[config.mk]
export PLATFORM = sky130hd
export DESIGN_NAME = ad9958_write_sequencer
export DESIGN_NICKNAME = d
export VERILOG_FILES = /design/src/rtl/ad9958_pkg.sv /design/src/rtl/ad9958_frame_builder.sv /design/src/rtl/ad9958_write_sequencer.sv
export SDC_FILE = /design/constraint.sdc
export NUM_CORES = 1
export LEC_CHECK = 0
export ABC_AREA = 0
export CORE_UTILIZATION = 45
export DETAILED_ROUTE_END_ITERATION = 12
export GPL_TIMING_DRIVEN = 0
export PLACE_DENSITY_LB_ADDON = 0.12
export SYNTH_ARGS = -nofsm -noshare
export SYNTH_HDL_FRONTEND = slang
export SYNTH_SLANG_ARGS = --single-unit
[constraint.sdc]
create_clock -name clock -period 2.79 [get_ports clock]
set_input_delay 0.558 -clock clock [delete_from_list [all_inputs] [get_ports clock]]
set_output_delay 0.558 -clock clock [all_outputs]
set_load 0.02 [all_outputs]
[src/rtl/ad9958_pkg.sv]
// ad9958_pkg: AD9958 register map, instruction byte layout, register widths and sequencer states
package ad9958_pkg;
  localparam logic [4:0] ADDR_CSR   = 5'h00;
  localparam logic [4:0] ADDR_FR1   = 5'h01;
  localparam logic [4:0] ADDR_FR2   = 5'h02;
  localparam logic [4:0] ADDR_CFR   = 5'h03;
  localparam logic [4:0] ADDR_CFTW0 = 5'h04;
  localparam logic [4:0] ADDR_CPOW0 = 5'h05;
  localparam logic [4:0] ADDR_ACR   = 5'h06;
  localparam logic [4:0] ADDR_LSRR  = 5'h07;
  localparam logic [4:0] ADDR_CW15  = 5'h18;
  localparam logic       INSTR_WRITE = 1'b0;
  localparam logic [1:0] INSTR_PAD   = 2'b00;
  typedef enum logic [2:0] {
    ST_MR, ST_INIT_LOAD, ST_TRIG, ST_WAIT_DONE, ST_INIT_SET, ST_IDLE, ST_LOAD, ST_UPDATE
  } state_t;
  function automatic logic [2:0] reg_nbytes(input logic [4:0] addr);
    return addr == ADDR_CSR ? 3'd1 :
           (addr == ADDR_FR1 || addr == ADDR_CFR || addr == ADDR_ACR) ? 3'd3 :
           (addr == ADDR_FR2 || addr == ADDR_CPOW0 || addr == ADDR_LSRR) ? 3'd2 : 3'd4;
  endfunction
  function automatic logic addr_legal(input logic [4:0] addr);
    return addr <= ADDR_CW15;
  endfunction
endpackage

[src/rtl/ad9958_frame_builder.sv]
// ad9958_frame_builder: builds the right-aligned {instr, data} SPI frame and its bit count for one register write
module ad9958_frame_builder
  import ad9958_pkg::*;
(
  input  logic [4:0]  addr,
  input  logic [31:0] data,
  output logic [5:0]  bits_to_send,
  output logic [63:0] data_input
);
  logic [5:0] data_bits;
  logic [7:0] instr;
  always_comb begin
    data_bits = {reg_nbytes(addr), 3'b000};
    instr = {INSTR_WRITE, INSTR_PAD, addr};
    bits_to_send = data_bits + 6'd8;
    data_input = (64'(instr) << data_bits) | (64'(data) & ((64'd1 << data_bits) - 64'd1));
  end
endmodule

[src/rtl/ad9958_write_sequencer.sv]
// ad9958_write_sequencer: AD9958 init (master reset, CSR to 4-bit mode) then host register writes via four_bit_spi
module ad9958_write_sequencer
  import ad9958_pkg::*;
#(
  parameter logic [7:0] INIT_CSR     = 8'hF6,
  parameter int         MR_CYCLES    = 8,
  parameter int         IOUPD_CYCLES = 4,
  parameter int         BUSY_TIMEOUT = 16
) (
  input  logic        clock,
  input  logic        reset,
  input  logic        req_valid,
  output logic        req_ready,
  input  logic [4:0]  req_addr,
  input  logic [31:0] req_data,
  input  logic        req_update,
  output logic        init_done,
  output logic        err_addr,
  output logic        err_timeout,
  output logic        spi_trigger,
  output logic        spi_four_bit,
  output logic [5:0]  spi_bits_to_send,
  output logic [63:0] spi_data_input,
  input  logic        spi_busy,
  output logic        dds_master_reset,
  output logic        io_update
);
  state_t state, next;
  logic [7:0] cnt;
  logic [4:0] cap_addr;
  logic [31:0] cap_data;
  logic cap_update, accept, timeout, init_frame;
  logic ready_d, trig_d, mr_d, iou_d, err_addr_d;
  logic [5:0] fb_bits;
  logic [63:0] fb_data;
  assign init_frame = state == ST_INIT_LOAD;
  ad9958_frame_builder u_frame (
    .addr(init_frame ? ADDR_CSR : cap_addr),
    .data(init_frame ? 32'(INIT_CSR) : cap_data),
    .bits_to_send(fb_bits),
    .data_input(fb_data)
  );
  always_ff @(posedge clock) begin
    if (reset) begin
      state <= ST_MR;
      cnt <= '0;
    end else begin
      state <= next;
      cnt <= next != state ? '0 : cnt + 8'd1;
    end
  end
  always_comb begin
    accept = state == ST_IDLE && req_valid;
    timeout = state == ST_TRIG && !spi_busy && cnt == 8'(BUSY_TIMEOUT - 1);
    next = state;
    case (state)
      ST_MR:                  next = cnt == 8'(MR_CYCLES) ? ST_INIT_LOAD : ST_MR;
      ST_INIT_LOAD, ST_LOAD:  next = ST_TRIG;
      ST_TRIG:                next = spi_busy ? ST_WAIT_DONE : timeout ? ST_IDLE : ST_TRIG;
      ST_WAIT_DONE:           next = spi_busy ? ST_WAIT_DONE : !init_done ? ST_INIT_SET :
                                     cap_update ? ST_UPDATE : ST_IDLE;
      ST_INIT_SET:            next = ST_IDLE;
      ST_IDLE:                next = accept && addr_legal(req_addr) ? ST_LOAD : ST_IDLE;
      ST_UPDATE:              next = cnt == 8'(IOUPD_CYCLES - 1) ? ST_IDLE : ST_UPDATE;
      default:                next = ST_MR;
    endcase
  end
  always_comb begin
    ready_d = next == ST_IDLE;
    trig_d = next == ST_TRIG;
    mr_d = next == ST_MR;
    iou_d = next == ST_UPDATE;
    err_addr_d = accept && !addr_legal(req_addr);
  end
  always_ff @(posedge clock) begin
    if (reset) begin
      req_ready <= 1'b0;
      spi_trigger <= 1'b0;
      dds_master_reset <= 1'b0;
      io_update <= 1'b0;
      err_addr <= 1'b0;
      err_timeout <= 1'b0;
      init_done <= 1'b0;
      spi_four_bit <= 1'b0;
      spi_bits_to_send <= '0;
      spi_data_input <= '0;
      cap_addr <= '0;
      cap_data <= '0;
      cap_update <= 1'b0;
    end else begin
      req_ready <= ready_d;
      spi_trigger <= trig_d;
      dds_master_reset <= mr_d;
      io_update <= iou_d;
      err_addr <= err_addr_d;
      err_timeout <= err_timeout | timeout;
      if (accept) begin
        cap_addr <= req_addr;
        cap_data <= req_data;
        cap_update <= req_update;
      end
      if (state == ST_INIT_LOAD || state == ST_LOAD) begin
        spi_bits_to_send <= fb_bits;
        spi_data_input <= fb_data;
      end
      if (state == ST_INIT_SET) begin
        spi_four_bit <= 1'b1;
        init_done <= 1'b1;
      end
    end
  end
endmodule

* Word-level counts from Yosys, hierarchy flattened
Index checks and enable logic that the tools add are counted.
W data, S select, Z words.
** Word-level totals
- Word-level logic and storage cells :: 74
- Register bits after elaboration :: 126
- Memories kept :: 0
- Bits in writable memories :: 0
- Latch bits :: 0
- ROM bits :: 0
- Output and inout bits :: 78
** Cells by class
- $add $sub $neg :: 3
- Bitwise logic cells :: 3
- Multipliers :: 0
- Multiplexer cells :: 14
- Div/mod/pow operators :: 0
- Magnitude comparators :: 1
- Eq/ne operators :: 20
- Reductions and logical operators :: 17
- Shift operators :: 2
** Operators with widths (number)
- $and A32 B64 Y64 :: 1
- $or A64 B64 Y64 :: 1
- $shl A1 B6 Y64 const A :: 1
- $shl A5 B6 Y64 :: 1
- $sub A64 B1 Y64 const B :: 1
- $mux W32 :: 1
- $pmux W3 S7 :: 1
- $eq A3 B3 Y1 const B :: 6
- $mux W3 :: 6
- $eq A8 B4 Y1 const B :: 2
- $eq A5 B3 Y1 const B :: 3
- $eq A5 B2 Y1 const B :: 2
- $eq A3 B2 Y1 const B :: 3
- $add A8 B1 Y8 const B :: 1
- $eq A8 B2 Y1 const B :: 1
- $mux W2 :: 4
- $add A6 B4 Y6 const B :: 1
- $logic_not A3 Y1 :: 2
- $eq A5 B1 Y1 const B :: 1
- $le A5 B5 Y1 const B :: 1
- $logic_and A1 B1 Y1 :: 5
- $logic_not A5 Y1 :: 1
- $logic_or A1 B1 Y1 :: 5
- $mux W5 :: 1
- 6 further kinds :: 8

* Depth between registers and ports, before layout
- Word-level depth :: 12
- Gate-level depth with buffers :: 12
- Gate-level depth less buffers :: 10

* By module
From an unflattened synthesis, not the netlist that was laid out.
** Unflattened totals
- Cells, all modules :: 717
- Area total of the unflattened synthesis :: 5590.4 µm²
** By module, submodules not included
- ad9958_write_sequencer :: seq. area each 2522.4 µm², cells an instance 607, area an instance 4835.9 µm², times used 1
- ad9958_frame_builder :: seq. area each 0.0 µm², cells an instance 110, area an instance 754.5 µm², times used 1

* Worst setup path after synthesis
Ideal clock, no wire load.
- Path kind :: flip-flop to flip-flop
- From :: register cap_addr[1]
- To :: register spi_data_input[25]
- Period minus slack after synthesis :: 2.385 ns
- Cell stages (with the launch flop) :: 11
- Path buffers :: 1
- Data arrival time :: 2.294 ns
- Required time :: 2.699 ns
- Slack :: 0.405 ns
- Cells stage by stage :: dfxtp_1 clkbuf_1 nor2b_1 xnor2_1 a21oi_1 ha_1 nor3b_1 o21bai_1 a31oi_1 nand2_1 a311oi_1
** Between the ends
- Word-level cells in the longest chain between the ends :: 11
- Elaborated cells on any way between the ends :: 20
- Classes of those cells :: 1 x add/sub; 6 x eq/ne; 2 x shift; 4 x mux; 2 x bitwise; 5 x reduce/logical
** Ends and longest elaborated chain
- start: declaration :: line ad9958_write_sequencer.sv:30 : logic [4:0] cap_addr;
- start signal: assignment :: line ad9958_write_sequencer.sv:98 : cap_addr <= req_addr;
- $mux W5 (*) :: line ad9958_write_sequencer.sv:38 : .addr(init_frame ? ADDR_CSR : cap_addr),
- $eq A5 B2 Y1 or $eq A5 B3 Y1 (tied branches) :: line ad9958_pkg.sv:20 : (addr == ADDR_FR2 || addr == ADDR_CPOW0 || addr == ADDR_LSRR) ? 3'd2 : 3'd4;
- $logic_or A1 B1 Y1 (2 in series) :: line ad9958_pkg.sv:20
- $mux W3 :: line ad9958_pkg.sv:20
- $mux W3 :: line ad9958_pkg.sv:19 : (addr == ADDR_FR1 || addr == ADDR_CFR || addr == ADDR_ACR) ? 3'd3 :
- $mux W3 :: line ad9958_pkg.sv:18 : return addr == ADDR_CSR ? 3'd1 :
- $shl A1 B6 Y64 :: line ad9958_frame_builder.sv:16 : data_input = (64'(instr) << data_bits) | (64'(data) & ((64'd1 << data_bits) - 64'd1));
- $sub A64 B1 Y64 :: line ad9958_frame_builder.sv:16
- $and A32 B64 Y64 :: line ad9958_frame_builder.sv:16
- $or A64 B64 Y64 (*) :: line ad9958_frame_builder.sv:16
- end signal: assignment :: line ad9958_write_sequencer.sv:104 : spi_data_input <= fb_data;
- end: declaration :: line ad9958_write_sequencer.sv:23 : output logic [63:0] spi_data_input,
Every way passes the cells marked *; elsewhere a longest branch is shown, timed or not.
A chain may end at the register's enable or synchronous reset.

* Worst setup path after layout
- From :: register state[2]
- To :: register spi_data_input[17]
** Between the ends
- Word-level cells in the longest chain between the ends :: 12
- Elaborated cells on any way between the ends :: 24
- Classes of those cells :: 1 x add/sub; 8 x eq/ne; 2 x shift; 5 x mux; 2 x bitwise; 6 x reduce/logical
** Ends and longest elaborated chain
- start: declaration :: line ad9958_write_sequencer.sv:28 : state_t state, next;
- start signal: assignment :: line ad9958_write_sequencer.sv:48 : state <= next;
- $eq A3 B1 Y1 :: line ad9958_write_sequencer.sv:36, ad9958_write_sequencer.sv:102
- $mux W5 :: line ad9958_write_sequencer.sv:38
- $eq A5 B2 Y1 or $eq A5 B3 Y1 (tied branches) :: line ad9958_pkg.sv:20
- $logic_or A1 B1 Y1 (2 in series) :: line ad9958_pkg.sv:20
- $mux W3 :: line ad9958_pkg.sv:20
- $mux W3 :: line ad9958_pkg.sv:19
- $mux W3 :: line ad9958_pkg.sv:18
- $shl A1 B6 Y64 :: line ad9958_frame_builder.sv:16
- $sub A64 B1 Y64 :: line ad9958_frame_builder.sv:16
- $and A32 B64 Y64 :: line ad9958_frame_builder.sv:16
- $or A64 B64 Y64 :: line ad9958_frame_builder.sv:16
Several ways; a longest one is shown, not always the timed one.

==> impl_metrics.toml <==
[run_status]
status = "finished, final reports clean"

[detailed_routing]
drt_iter0_drc = 191
routed_wl_um = 11100
drc = 0
viasPerCell = 4.97
vias = 3929
ant_nets = 0
first_pass_iters = 4
wl_per_cell_um = 14.0

[yosys]
synth_seq_area_share_pct = 49.6
ys.flop_type = "dfxtp_1"
synthTopCellsByArea = "dfxtp_1 (50%), nand2_1 (10%), a21oi_1 (7.6%)"
syn_avg_cell_area_um2 = 8.50
synth_mux_area_share_pct = 0.224
synth_area_um2 = 4480
ys_seq_elements = 111
synth_compound_area_share_pct = 14.4
synth_top_area_share_pct = 49.6
netlist_instances = 527
ys_types = 55
synth_adder_area_share_pct = 1.12
synthXorXnorAreaFrac_pct = 1.76
async_flop_share_pct = 0
synth_edf_count = 0
ys_warn_count = 0
yosysTopAreaCell = "dfxtp_1"
yosys.area_share.simple_pct = 25.5
synth_top_family_by_area = "simple AND/OR/NAND/NOR gates"

[critical_path]
worstPathRequired_ns = 3.07
cp.arrival_ns = 2.84
critPathLaunchType = "flop"
crit_top_cell = "nor2_1"
crit_path_end_kind = "flop"
crit_chain = "buf_2, nor2_1, and2_1, clkbuf_8, nor3_2, inv_1, ha_1, nor2_1, mux2i_1, a21oi_4, a32oi_1, a211oi_1"
slowest_stage = "dfxtp_1"
worstPathMaxFanout = 10
critPathMaxStageDelay_ns = 0.38
worstSetupPathType = "reg -> reg"

[job]
drv_cap = 0

[finish]
multi_input_area_um2 = 2010
n_antenna_cell = 0
drive_gt1_share_pct = 8.66
finalNonFillerCells = 791
fin_area_um2 = 5930
nFillCells = 891
final_cell_mix = "nand2_1 (119), dfxtp_1 (110), clkdlybuf4s50_1 (104)"
regArea_um2 = 2220
final_common_cell = "nand2_1"
nNetsFinal = 700
area_growth_pct = 32.4
finish.utilization_pct = 60.9

[placed_design]
portBuffers = 103
dp_slack_ns = -0.137
dpl.hpwl_um = 8220
dpl_cell_area_um2 = 5730
dp_cells = 777
gp_congestion = 0.907

[clocking]
clk_latency_ns = 0.36
cts_tree = "yes"
hold_buffers = 0
cts-root-buf = "clkbuf_8"
clock-sinks = 111
cts_buffers = 9
htree_levels = 3
path_clk_slew_ns = 0.09
cts_max_path_buffers = 2

[grt]
grt_pass1_vias = 3750
grt_pass1_wl_um = 18100
grt.overflow.total = 0
track_usage_pct = 22.5
antenna_found_initial = 0
grt_start_max_net_pins = 19

[floorplan]
coreArea_um2 = 9730
die-area_um2 = 10400
fp.dieH_um = 102
initial_utilization_pct = 46.0
row_count = 36
die_w_um = 102
pin_count = 120

[timing]
fmax_mhz = 390
min_period_ns = 2.56
fin_skew_ns = 0.0155
slew-limit-headroom_pct = 44.9
rsz0062_at_grt = "false"
period_share_pct = 91.8
drv_slew = 0
finalWorstSetupSlack_ns = 0.228
tightest_slew_ns = 0.817
setup_viol = 0
hold_viol = 0

[power]
power_mw = 3.60
vdd_ir_drop_max_v = 0.000294
power_density_nw_per_um2 = 608
p_leak_nw = 2.09

[worst_hold_path]
hold_class = "reg -> reg"
power breakdown:
part	total, mW	internal (mW)	leakage (nW)	switching, mW
logic	0.989	0.420	1.11	0.569
clock network	0.860	0.332	0.0844	0.528
registers	1.75	1.68	0.896	0.0724
metrics by stage:
stage	setup TNS (ns)	hold WS, ns
after global routing	0	0.476
after detailed placement	-1.05	0.443
after global placement	-0.240	0.441
final	0	0.461
after floorplan	0	0.436
after CTS	0	0.461
sequential cells by signal (all words and copies together) (netlist names):
| name | flops |
|---|---|
| spi_trigger | 1 |
| cap_update | 1 |
| state | 3 |
| cap_data | 32 |
| req_ready | 1 |
| spi_data_input | 52 |
| cap_addr | 5 |
| err_timeout | 1 |
| dds_master_reset | 1 |
| err_addr | 1 |
| spi_four_bit | 1 |
| spi_bits_to_send | 3 |
| io_update | 1 |
| cnt | 8 |
critical path: cells and delay by family (launching register included):
kind | cells | cell delay (ns)
buffers and inverters | 3 | 0.46
AO/OA/AOI/OAI | 3 | 0.63
adder cells (fa/ha/maj) | 1 | 0.18
AND/OR/NAND/NOR | 4 | 0.68
multiplexers | 1 | 0.16
flip-flops | 1 | 0.38
layer usage:
metal | wire length, um | GRT usage (%)
met5 | 0 | 0
met4 | 70 | 6.91
met3 | 646 | 2.76
met2 | 5310 | 38.5
met1 | 5030 | 29.6
worst paths after layout:
path                                 start  slack, ns                         endpoint  cells after the start
setup reg to reg       state[2]$_SDFF_PP0_       0.23  spi_data_input[17]$_SDFFE_PP0P_                     12
hold reg to reg   cap_data[2]$_SDFFE_PP0P_       0.46         cap_data[2]$_SDFFE_PP0P_                      2
hold / removal    cap_data[2]$_SDFFE_PP0P_       0.46         cap_data[2]$_SDFFE_PP0P_                      2
setup / recovery       state[2]$_SDFF_PP0_       0.23  spi_data_input[17]$_SDFFE_PP0P_                     12
synthesized netlist by cell type (3+ instances only):
cell type and instances:
dfxtp_1 111, a32oi_1 7, nor4_1 9, nand3b_1 3, inv_1 5, buf_4 16, and3_1 4, a211oi_1 7
a31oi_1 7, clkbuf_1 25, ha_1 4, nand3_1 19, buf_2 3, nor2_1 31, nor2b_1 6, xnor2_1 4
and2_1 16, xor2_1 5, a21oi_1 68, buf_1 5, nand2_1 119, nor3_1 7, and2b_2 3
area by class of cell:
cell class / instances / share of cell area, %
flip-flops and latches: 111 / 37.5
multi-input cells: 371 / 34.0
repair buffers: 103 / 17.4
plain buffers: 53 / 5.13
well taps: 133 / 2.81
clock buffers: 10 / 2.15
clock inverters: 5 / 0.760
inverters: 5 / 0.317
cell families after synthesis:
family	after synthesis
other	1
xor gates and xnor gates	9
muxes	1
and+or+nand+nor	237
DFF	111
buffers and inverters	59
adders and majority gates	4
AOI/OAI and AO/OA	105
what timing repair did:
item,4_1_cts,5_1_grt
pin swaps,0,0
endpoints found under the setup margin,14,14
gates resized for setup,2,4
buffers inserted,0,0
Power figures use the tool's default switching activity.
